$ cat src/rtl/relprime_pkg.sv
// ============================================================================
// Module   : relprime_pkg
// Purpose  : Shared types and constants for the relprime checker and its
//            binary-GCD engine.
// Revision : 1.0 - initial release
// ============================================================================
`default_nettype none

package relprime_pkg;

    // Default datapath width for n, m and the gcd result
    localparam int c_WIDTH = 16;

    typedef logic [c_WIDTH-1:0] word_t;

    // Top-level checker sequencing
    typedef enum logic [1:0] {
        IDLE    = 2'd0,
        CHECK_M = 2'd1,
        SWEEP   = 2'd2,
        FINISH  = 2'd3
    } chk_state_t;

    // GCD engine sequencing
    typedef enum logic [1:0] {
        E_IDLE = 2'd0,
        E_RUN  = 2'd1,
        E_DONE = 2'd2
    } eng_state_t;

endpackage

`default_nettype wire

$ cat src/rtl/relprime_checker_gcd_engine.sv
// ============================================================================
// Module   : gcd_engine
// Purpose  : Iterative binary (Stein) GCD, one reduction step per clock.
//            A go pulse loads the operands; done pulses for one cycle with
//            the result the cycle after the terminating condition is seen.
// Revision : 1.0 - initial release
// ============================================================================
`default_nettype none

module gcd_engine
    import relprime_pkg::*;
#(
    parameter int WIDTH = c_WIDTH
) (
    input  logic             CLK,
    input  logic             reset,
    input  logic             go,
    input  logic [WIDTH-1:0] a_in,
    input  logic [WIDTH-1:0] b_in,
    output logic             busy,
    output logic             done,
    output logic [WIDTH-1:0] result
);

    // Shift counter must reach WIDTH-1 common factors of two
    localparam int c_SW = $clog2(WIDTH) + 1;

    eng_state_t        r_state;
    logic [WIDTH-1:0]  r_a;
    logic [WIDTH-1:0]  r_b;
    logic [c_SW-1:0]   r_s;
    logic              r_done;
    logic [WIDTH-1:0]  r_result;

    // One binary-GCD step per cycle; a new go is accepted whenever not running
    always_ff @(posedge CLK) begin
        if (reset) begin
            r_state  <= E_IDLE;
            r_a      <= '0;
            r_b      <= '0;
            r_s      <= '0;
            r_done   <= 1'b0;
            r_result <= '0;
        end else begin
            r_done <= 1'b0;
            case (r_state)
                E_RUN: begin
                    if (r_a == '0) begin
                        r_result <= r_b << r_s;
                        r_done   <= 1'b1;
                        r_state  <= E_DONE;
                    end else if (r_b == '0) begin
                        r_result <= r_a << r_s;
                        r_done   <= 1'b1;
                        r_state  <= E_DONE;
                    end else if (!r_a[0] && !r_b[0]) begin
                        r_a <= r_a >> 1;
                        r_b <= r_b >> 1;
                        r_s <= r_s + 1'b1;
                    end else if (!r_a[0]) begin
                        r_a <= r_a >> 1;
                    end else if (!r_b[0]) begin
                        r_b <= r_b >> 1;
                    end else if (r_a >= r_b) begin
                        r_a <= r_a - r_b;
                    end else begin
                        r_b <= r_b - r_a;
                    end
                end
                default: begin
                    // E_IDLE and E_DONE both accept a launch so that the
                    // checker can relaunch in the same cycle it sees done
                    if (go) begin
                        r_a     <= a_in;
                        r_b     <= b_in;
                        r_s     <= '0;
                        r_state <= E_RUN;
                    end else begin
                        r_state <= E_IDLE;
                    end
                end
            endcase
        end
    end

    assign busy   = (r_state == E_RUN);
    assign done   = r_done;
    assign result = r_result;

endmodule

`default_nettype wire

$ cat config.mk
export PLATFORM = sky130hd
export DESIGN_NAME = gcd_engine
export DESIGN_NICKNAME = d
export VERILOG_FILES = /design/src/rtl/relprime_pkg.sv /design/src/rtl/relprime_checker_gcd_engine.sv
export SDC_FILE = /design/constraint.sdc
export NUM_CORES = 1
export LEC_CHECK = 0
export CAP_MARGIN = 20
export CORE_ASPECT_RATIO = 0.9
export CORE_UTILIZATION = 38
export DETAILED_ROUTE_END_ITERATION = 10
export GPL_TIMING_DRIVEN = 0
export PLACE_DENSITY = 0.62
export SYNTH_ARGS = -nofsm -noshare
export SYNTH_HDL_FRONTEND = slang
export SYNTH_SLANG_ARGS = --single-unit
$ cat constraint.sdc
create_clock -name CLK -period 3.31 [get_ports CLK]
set_input_delay 0.331 -clock CLK [delete_from_list [all_inputs] [get_ports CLK]]
set_output_delay 0.331 -clock CLK [all_outputs]
set_load 0.005 [all_outputs]
# Word level (Yosys, flattened, before mapping)
# Cells that the tools add are included.
dict set report classes {
  addsub 3
  n_lt_le_gt_ge 1
  n_eq_ne 9
  shift 2
  muxes 29
  bitwise_logic 1
  reduce_logical 14
}
# cell n
set op_table {}
lappend op_table {{$mux 16} 18}
lappend op_table {{$logic_not 16->1} 2}
lappend op_table {{$shl 16x5->16} 2}
lappend op_table {{$sub 16x16->16} 2}
lappend op_table {{$mux 5} 5}
lappend op_table {{$ge 16x16->1} 1}
lappend op_table {{$reduce_and 5->1} 2}
lappend op_table {{$ne 4x2->1 const B} 2}
lappend op_table {{$reduce_and 4->1} 2}
lappend op_table {{$mux 2} 3}
lappend op_table {{$ne 3x1->1 const B} 2}
lappend op_table {{$add 5x1->5 const B} 1}
lappend op_table {{$ne 2x2->1 const B} 2}
lappend op_table {{$ne 4x4->1 const B} 1}
lappend op_table {{$reduce_bool 2->1} 2}
lappend op_table {{$mux 1} 3}
lappend op_table {{$reduce_and 3->1} 1}
lappend op_table {{$eq 2x1->1 const B} 1}
lappend op_table {{$logic_not 1->1} 2}
lappend op_table {{$ne 2x1->1 const B} 1}
lappend op_table {{$reduce_and 2->1} 1}
lappend op_table {{$reduce_or 2->1} 1}
lappend op_table {{$logic_and 1x1->1} 1}
lappend op_table {{$not 1->1} 1}
dict set report totals {
  ff_bits 56
  elab_cells 67
}

# Logic depth before layout (Yosys ltp)
# Gate-level depths: netlist (run 1).
dict set report depth {
  ltp_word 8
  mapped_depth 13
}

# Least setup slack after synthesis (run 1)
# OpenSTA, ideal clock, no wires.
dict set report synth_timing {
  path_kind {reg-to-reg}
  from {register r_a[0]}
  to {register r_b[5]}
  setup_ns 0.070
  t_arrival_ns 2.589
  setup_slack_ns 0.650
  stages_incl_launch_ff 14
  synth_period_minus_slack_ns 2.660
  path_cell_list {dfxtp_1 inv_1 ha_1 inv_1 fa_1 a21oi_1 o211ai_1 o21ai_1 nand2_1 buf_6 a31o_1 buf_6 a211o_1 a21oi_1}
}
dict set report synth_via {
  elab_chain_cells 8
}
# element line_no
set synth_lines {}
lappend synth_lines {{from (decl)} relprime_checker_gcd_engine.sv:29} ;# logic [WIDTH-1:0] r_a;
lappend synth_lines {{from (signal assigned)} relprime_checker_gcd_engine.sv:57} ;# r_a <= r_a >> 1;
lappend synth_lines {{from (signal assigned)} relprime_checker_gcd_engine.sv:61} ;# r_a <= r_a >> 1;
lappend synth_lines {{from (signal assigned)} relprime_checker_gcd_engine.sv:65} ;# r_a <= r_a - r_b;
lappend synth_lines {{$sub 16x16->16} relprime_checker_gcd_engine.sv:67} ;# r_b <= r_b - r_a;
lappend synth_lines {{$mux 16} relprime_checker_gcd_engine.sv:64} ;# end else if (r_a >= r_b) begin
lappend synth_lines {{$mux 16} relprime_checker_gcd_engine.sv:62} ;# end else if (!r_b[0]) begin
lappend synth_lines {{$mux 16} relprime_checker_gcd_engine.sv:60} ;# end else if (!r_a[0]) begin
lappend synth_lines {{$mux 16} relprime_checker_gcd_engine.sv:56} ;# end else if (!r_a[0] && !r_b[0]) begin
lappend synth_lines {{$mux 16} relprime_checker_gcd_engine.sv:52} ;# end else if (r_b == '0) begin
lappend synth_lines {{$mux 16} relprime_checker_gcd_engine.sv:48} ;# if (r_a == '0) begin
lappend synth_lines {{$mux 16} relprime_checker_gcd_engine.sv:46} ;# case (r_state)
lappend synth_lines {{to (signal assigned)} relprime_checker_gcd_engine.sv:58} ;# r_b <= r_b >> 1;
lappend synth_lines {{to (signal assigned)} relprime_checker_gcd_engine.sv:63} ;# r_b <= r_b >> 1;
lappend synth_lines {{to (signal assigned)} relprime_checker_gcd_engine.sv:67}
lappend synth_lines {{to (decl)} relprime_checker_gcd_engine.sv:30} ;# logic [WIDTH-1:0] r_b;
# Several ways; a longest one is shown, not always the timed one. The select of a mux whose other input is x is not followed.
# A chain may end at the register's enable or synchronous reset.

# Worst setup path after layout (run 1)
# Ends and elaborated chain as after synthesis.

==> results.sh, run 1 <==
export IMPL_status="complete, no violations"
export IMPL_fin_nets=777
export IMPL_area_delta_synth_final_pct=19.2
export IMPL_fp_dieH_um=112
export IMPL_dp_hpwl_mm=14.0
export IMPL_row_count=39
export IMPL_ys_warn_count=0
export IMPL_antenna_found_initial=0
export IMPL_synth_nets=719
export IMPL_diodes=0
export IMPL_place_congestion=0.927
export IMPL_hp_start="reset"
export IMPL_maxCapViolCount=0
export IMPL_hold_violations=0
export IMPL_maxSlewHeadroom_pct=42.1
export IMPL_drc_errors=0
export IMPL_vias_per_cell=6.21
export IMPL_criticalPathCategory="register to register"
export IMPL_ant_nets=0
export IMPL_overflow=0
export IMPL_hold_path_class="input port to register"
export IMPL_powerDensity_nw_per_um2=672
export IMPL_syn_area_um2=5090
export IMPL_tightest_slew_ns=0.866
export IMPL_min_to="done"
export IMPL_fillerInstances=1319
export IMPL_startpoint_type="register"
export IMPL_power_leakage_nw=2.13
export IMPL_drt_first_pass_iters=5
export IMPL_synth_seq_cells=56
export IMPL_clkSlewWorstSetupHoldPaths_ns=0.08
export IMPL_grt_first_pass_wirelength_mm=28.2
export IMPL_root_buffer="clkbuf_16"
export IMPL_irDropWorstVdd_mv=0.279
export IMPL_cp_data_required_time_ns=3.55
export IMPL_grt_usage_pct=27.0
export IMPL_num_vias=5399
export IMPL_drt_total_wl_mm=18.3
export IMPL_layout_drive_gt1_share_pct=9.35
export IMPL_synth_xor_area_share_pct=3.78
export IMPL_synthFlopType="dfxtp_1"
export IMPL_cts_setup_buffers=0
export IMPL_synth_top_family_by_area="compound AO/OA/AOI/OAI gates"
export IMPL_clock_path_buffers=2
export IMPL_avgSynthCellArea_um2=7.86
export IMPL_drv_slew=0
export IMPL_fmax_ghz=0.315
export IMPL_clock_latency_ns=0.31
export IMPL_grt_pass1_vias=5114
export IMPL_min_period_ns=3.17
export IMPL_cts_made_buffers=5
export IMPL_critPathArrivalTime_ns=3.41
export IMPL_cts_tree="built"
export IMPL_worst_setup_path_end_kind="register"
export IMPL_totalPowerFinal_mw=4.08
export IMPL_path_max_fanout=10
export IMPL_r2r_setup_slack_ns=0.14
export IMPL_r2r_start="r_a[0]"
export IMPL_synth_async_reset_ratio_pct=0
export IMPL_yosysSeqAreaShare_pct=22.0
export IMPL_synth_compound_area_share_pct=31.8
export IMPL_cts_num_sinks=56
export IMPL_yosys_cell_types_count=74
export IMPL_die_area_um2=13900
export IMPL_grt_max_degree=17
export IMPL_synth_mux_area_share_pct=8.06
export IMPL_drt_initial_drc_count=588
export IMPL_initial_core_util_pct=39.5
export IMPL_portBuffers=51
export IMPL_syn_inst=648
export IMPL_htreeDepth=2
export IMPL_whs_ns=0.453
export IMPL_die_w_um=124
export IMPL_synthAdderAreaFrac_pct=9.14
export IMPL_hold_depth=2
export IMPL_wire_per_inst_um=21.1
export IMPL_finalSetupViolations=0
export IMPL_fin_skew_ns=0.00825
export IMPL_timing_rr_end="r_b[5]"
export IMPL_ioPinCount=53
export IMPL_coreArea_um2=12900
export IMPL_post_route_period_util_pct=95.9
export IMPL_reg2reg_depth=13
export IMPL_synth_edf_count=0
export IMPL_yosys_area_share_simple_pct=17.0
## cells by family (layout without fill, tap and decap cells)
| kind of cell | after synthesis | count (layout) |
|---|---|---|
| flops | 56 | 56 |
| xor+xnor | 22 | 22 |
| fa+ha+maj | 36 | 36 |
| simple gates | 178 | 178 |
| mux | 32 | 32 |
| buf+inv | 94 | 152 |
| compound gates | 230 | 230 |
## what timing repair did
item	4_1_cts	5_1_grt
hold buffers	0	0
gates cloned	0	0
setup endpoints to repair	4	22
pin swaps	0	1
resized for setup	3	11
## flip-flops by register name, summed over array words and instances, names as in the netlist
register,count
r_s,5
r_state,2
done,1
r_b,16
result,16
r_a,16
## worst max path at each step
stage               startpoint  depth (start not counted)  endpoint  slack, ns
finish                  r_a[0]                         13    r_b[5]       0.14
global route            r_a[0]                         13    r_b[5]      -0.02
CTS                     r_a[0]                         13    r_a[3]      0.002
detailed placement      r_a[0]                         10   r_b[12]      -0.06
global placement        r_a[0]                         10   r_b[14]      -0.04
floorplan               r_a[0]                         13    r_b[5]       0.65
## layout make-up
class                      instances  area (µm²)  share of cell area, %
inverter                          48         180                   2.97
clock buffer                       5         125                   2.06
timing repair buffer              51         510                   8.41
tap                              164         205                   3.38
multi-input combinational        498        3620                   59.7
clock inverter                     2        60.1                  0.989
sequential                        56        1120                   18.5
buffer                            46         245                   4.04
## routing by layer
metal / vias up / GRT usage (%) / share of wire [%]
li1: 2528 / - / -
met1: 2598 / 39.6 / 47
met2: 241 / 38.9 / 42
met3: 32 / 5.69 / 8.9
met4: 0 / 8.17 / 2.2
met5: - / 0 / 0
## layout by cell type, fill, tap and decap left out, types with 8 or more instances in the layout
cell type        synthesis  routed
a211oi_1                 9       8
nand3_1                 24      24
o211ai_1                15      15
nand2_1                 50      50
o31ai_1                 14      12
nor3_1                  10      10
xnor2_1                 15      15
ha_1                    34      34
dfxtp_1                 56      56
o221ai_1                10      10
a21oi_1                 64      63
mux2i_1                 23      23
clkbuf_1                21      20
inv_1                   48      48
nor4_1                  11      11
a221oi_1                 8       8
buf_2                   14      15
clkdlybuf4s50_1          0      51
nor2_1                  43      43
o21ai_0                 28      28
## critical path: stages, from the launching register on
cell	delay, ns
dfxtp_1	0.43
inv_1	0.17
ha_1	0.20
inv_1	0.06
fa_1	0.42
a21oi_2	0.21
o211ai_1	0.21
o21ai_2	0.26
nand2_1	0.15
buf_6	0.19
a31o_1	0.26
buf_6	0.16
a211o_1	0.23
a21oi_1	0.14
## per-stage QoR
stage	utilization, %	instance area (µm²)	TNS (ns)	cells	setup slack (ns)
CTS	46.6	6010	0	870	0.00170
global placement	45.1	5810	-0.0393	863	-0.0393
global route	47.1	6070	-0.0200	870	-0.0155
finish	47.1	6070	0	870	0.135
detailed placement	45.1	5810	-0.120	863	-0.0630
floorplan	-	5090	0	648	0.650
## cell usage after synthesis, drive strengths merged (3+ instances only)
cell / n / area [µm²]
o41ai: 4 / 53.8
nand4: 7 / 43.8
nor2: 44 / 168
xor2: 7 / 61.3
a21boi: 4 / 33.8
o21bai: 4 / 30.0
o211ai: 15 / 113
o21ai: 31 / 163
o31ai: 15 / 118
mux4: 5 / 113
and2: 4 / 25.0
a221o: 6 / 60.1
a2111oi: 3 / 32.5
o22ai: 3 / 18.8
nand2: 50 / 188
or3: 4 / 25.0
clkbuf: 21 / 78.8
a211o: 7 / 61.3
a31oi: 9 / 62.6
o21a: 5 / 37.5
a21oi: 68 / 355
a21o: 4 / 30.0
nor3: 12 / 76.3
nand2b: 6 / 37.5
a221oi: 9 / 85.1
nor2b: 4 / 25.0
nand3b: 3 / 22.5
nand3: 24 / 120
mux2i: 25 / 275
nor4: 11 / 68.8
ha: 34 / 425
a22oi: 7 / 52.6
xnor2: 15 / 131
o221ai: 10 / 87.6
or4: 3 / 22.5
buf: 25 / 160
a211oi: 9 / 67.6
dfxtp: 56 / 1120
inv: 48 / 180
## report_power, final
group	switching, mW	internal, mW	leakage [nW]
clock	0.272	0.430	0.0899
combinational	1.51	0.937	1.58
sequential	0.166	0.759	0.458
Note: power is estimated with default switching activity, not from simulation.
==> run 2, diff against run 1 <==
CORE_MARGIN = 4   (was default)
==> run 2 against run 1 <==
  * Sequential power is essentially flat
  * Critical endpoint is now r_a[2]
  * Maximum frequency decreased by 0.57%
  * Critical path type unchanged
  * Final area increased by 0.62%
==> results.sh, run 2 (same netlist as run 1, synthesis figures left out) <==
export IMPL_row_count=39
export IMPL_dp_slack_ns=-0.0731
export IMPL_ioPinCount=53
export IMPL_grt_usage_pct=23.9
export IMPL_drt_total_wl_mm=18.3
export IMPL_overflow=0
export IMPL_criticalPathCategory="register to register"
export IMPL_min_period_ns=3.19
export IMPL_power_leakage_nw=2.16
export IMPL_r2r_start="r_b[10]"
export IMPL_drt_first_pass_iters=5
export IMPL_cp_data_required_time_ns=3.55
export IMPL_powerDensity_nw_per_um2=670
export IMPL_vias_per_cell=6.23
export IMPL_die_w_um=130
export IMPL_hold_violations=0
export IMPL_grt_pass1_vias=5085
export IMPL_placed_area_um2=5810
export IMPL_final_common_cell="a21oi_1"
export IMPL_fin_nets=783
export IMPL_cts_tree="built"
export IMPL_reg2reg_depth=9
export IMPL_coreArea_um2=12900
export IMPL_path_cells="nor4_1 > nand4_1 > a31oi_1 > a31oi_1 > o31ai_2 > buf_4 > buf_4 > nand2_1 > a21oi_1"
export IMPL_slowest_stage="a31oi_1"
export IMPL_ant_nets=0
export IMPL_layout_setup_ws_ns=0.117
export IMPL_drv_slew=0
export IMPL_die_area_um2=15300
export IMPL_irDropWorstVdd_mv=0.326
export IMPL_layout_drive_gt1_share_pct=9.97
export IMPL_maxSlewHeadroom_pct=25.6
export IMPL_post_route_period_util_pct=96.5
export IMPL_clock_path_buffers=2
export IMPL_area_delta_synth_final_pct=19.9
export IMPL_htreeDepth=2
export IMPL_hold_path_class="register to register"
export IMPL_tightest_slew_ns=1.11
export IMPL_timing_rr_end="r_a[2]"
export IMPL_finalInstanceArea_um2=6110
export IMPL_root_buffer="clkbuf_16"
export IMPL_fp_dieH_um=118
export IMPL_drt_initial_drc_count=556
export IMPL_portBuffers=51
export IMPL_place_congestion=1.01
export IMPL_num_vias=5455
export IMPL_r2r_setup_slack_ns=0.12
export IMPL_grt_first_pass_wirelength_mm=28.8
export IMPL_setup_tns_ns=0
export IMPL_status="complete, no violations"
export IMPL_crit_buf_inv=2
export IMPL_grt_max_degree=17
export IMPL_finalSetupViolations=0
export IMPL_cts_num_sinks=56
export IMPL_initial_core_util_pct=39.4
export IMPL_clock_latency_ns=0.31
export IMPL_cpPeakStageDelay_ns=0.87
export IMPL_antenna_found_initial=0
export IMPL_min_to="result[2]"
export IMPL_diodes=0
export IMPL_wire_per_inst_um=20.9
export IMPL_critPathArrivalTime_ns=3.43
export IMPL_cts_made_buffers=5
export IMPL_dp_hpwl_mm=14.1
export IMPL_fmax_ghz=0.313
export IMPL_totalPowerFinal_mw=4.09
export IMPL_hp_start="result[2]"
export IMPL_worst_setup_path_end_kind="register"
export IMPL_whs_ns=0.452
export IMPL_critPathTopFamily="compound AO/OA/AOI/OAI gates"
export IMPL_startpoint_type="register"
export IMPL_rsz0062_at_grt="false"
export IMPL_hold_depth=2
export IMPL_path_max_fanout=10
export IMPL_maxCapViolCount=0
export IMPL_fillerInstances=1255
export IMPL_final_cell_mix="a21oi_1 (63), dfxtp_1 (56), clkdlybuf4s50_1 (51), nand2_1 (50), inv_1 (48)"
export IMPL_drc_errors=0
export IMPL_fin_skew_ns=0.0117
export IMPL_clkSlewWorstSetupHoldPaths_ns=0.08
run 2: changes by cell type in the layout (fill, tap and decap cells not counted), sizes merged:
cell and change:
buf +6
run 2: layer usage:
| metal | global-route usage (%) | up-vias | wire [µm] |
|---|---|---|---|
| met1 | 36.2 | 2611 | 8600 |
| li1 | - | 2549 | - |
| met4 | 7.73 | 0 | 499 |
| met3 | 3.95 | 34 | 1560 |
| met5 | 0 | - | 0 |
| met2 | 34.0 | 261 | 7620 |
run 2: metrics by stage:
stage               utilization (%)  instances
floorplan                         -        648
CTS                            46.5        870
global placement               44.9        863
finish                         47.2        876
detailed placement             44.9        863
global route                   47.2        876
run 2: worst max path at each step:
stage	cells after the start	to	start
detailed placement	9	r_a[11]	r_a[1]
global route	12	r_a[10]	r_a[11]
CTS	12	r_b[14]	r_a[0]
global placement	10	r_b[12]	r_a[0]
finish	9	r_a[2]	r_b[10]
floorplan	13	r_b[5]	r_a[0]
run 2: layout make-up:
| cell class | instances | area, µm² | share of cell area [%] |
|---|---|---|---|
| Multi-Input combinational cell | 498 | 3620 | 59.3 |
| Inverter | 48 | 180 | 2.95 |
| Buffer | 46 | 241 | 3.95 |
| Clock inverter | 2 | 60.1 | 0.983 |
| Clock buffer | 5 | 125 | 2.05 |
| Sequential cell | 56 | 1120 | 18.4 |
| Tap cell | 164 | 205 | 3.36 |
| Timing Repair Buffer | 57 | 556 | 9.09 |
run 2: worst min-delay path: cells and delay by family, from the launching register on:
kind	cells	cell delay [ns]
DFF	1	0.31
and+or+nand+nor	1	0.05
AOI/OAI and AO/OA	1	0.05
run 2: timing repair:
item                                    CTS  global route
gates resized for setup                   6             8
pin swaps                                 0             2
buffers inserted                          0             6
endpoints found under the setup margin    6            25
hold buffers                              0             0
run 2: power by group:
part / internal, mW / switching [mW] / leakage (nW)
Clock: 0.431 / 0.277 / 0.0899
Combinational: 0.955 / 1.50 / 1.61
Sequential: 0.759 / 0.166 / 0.458
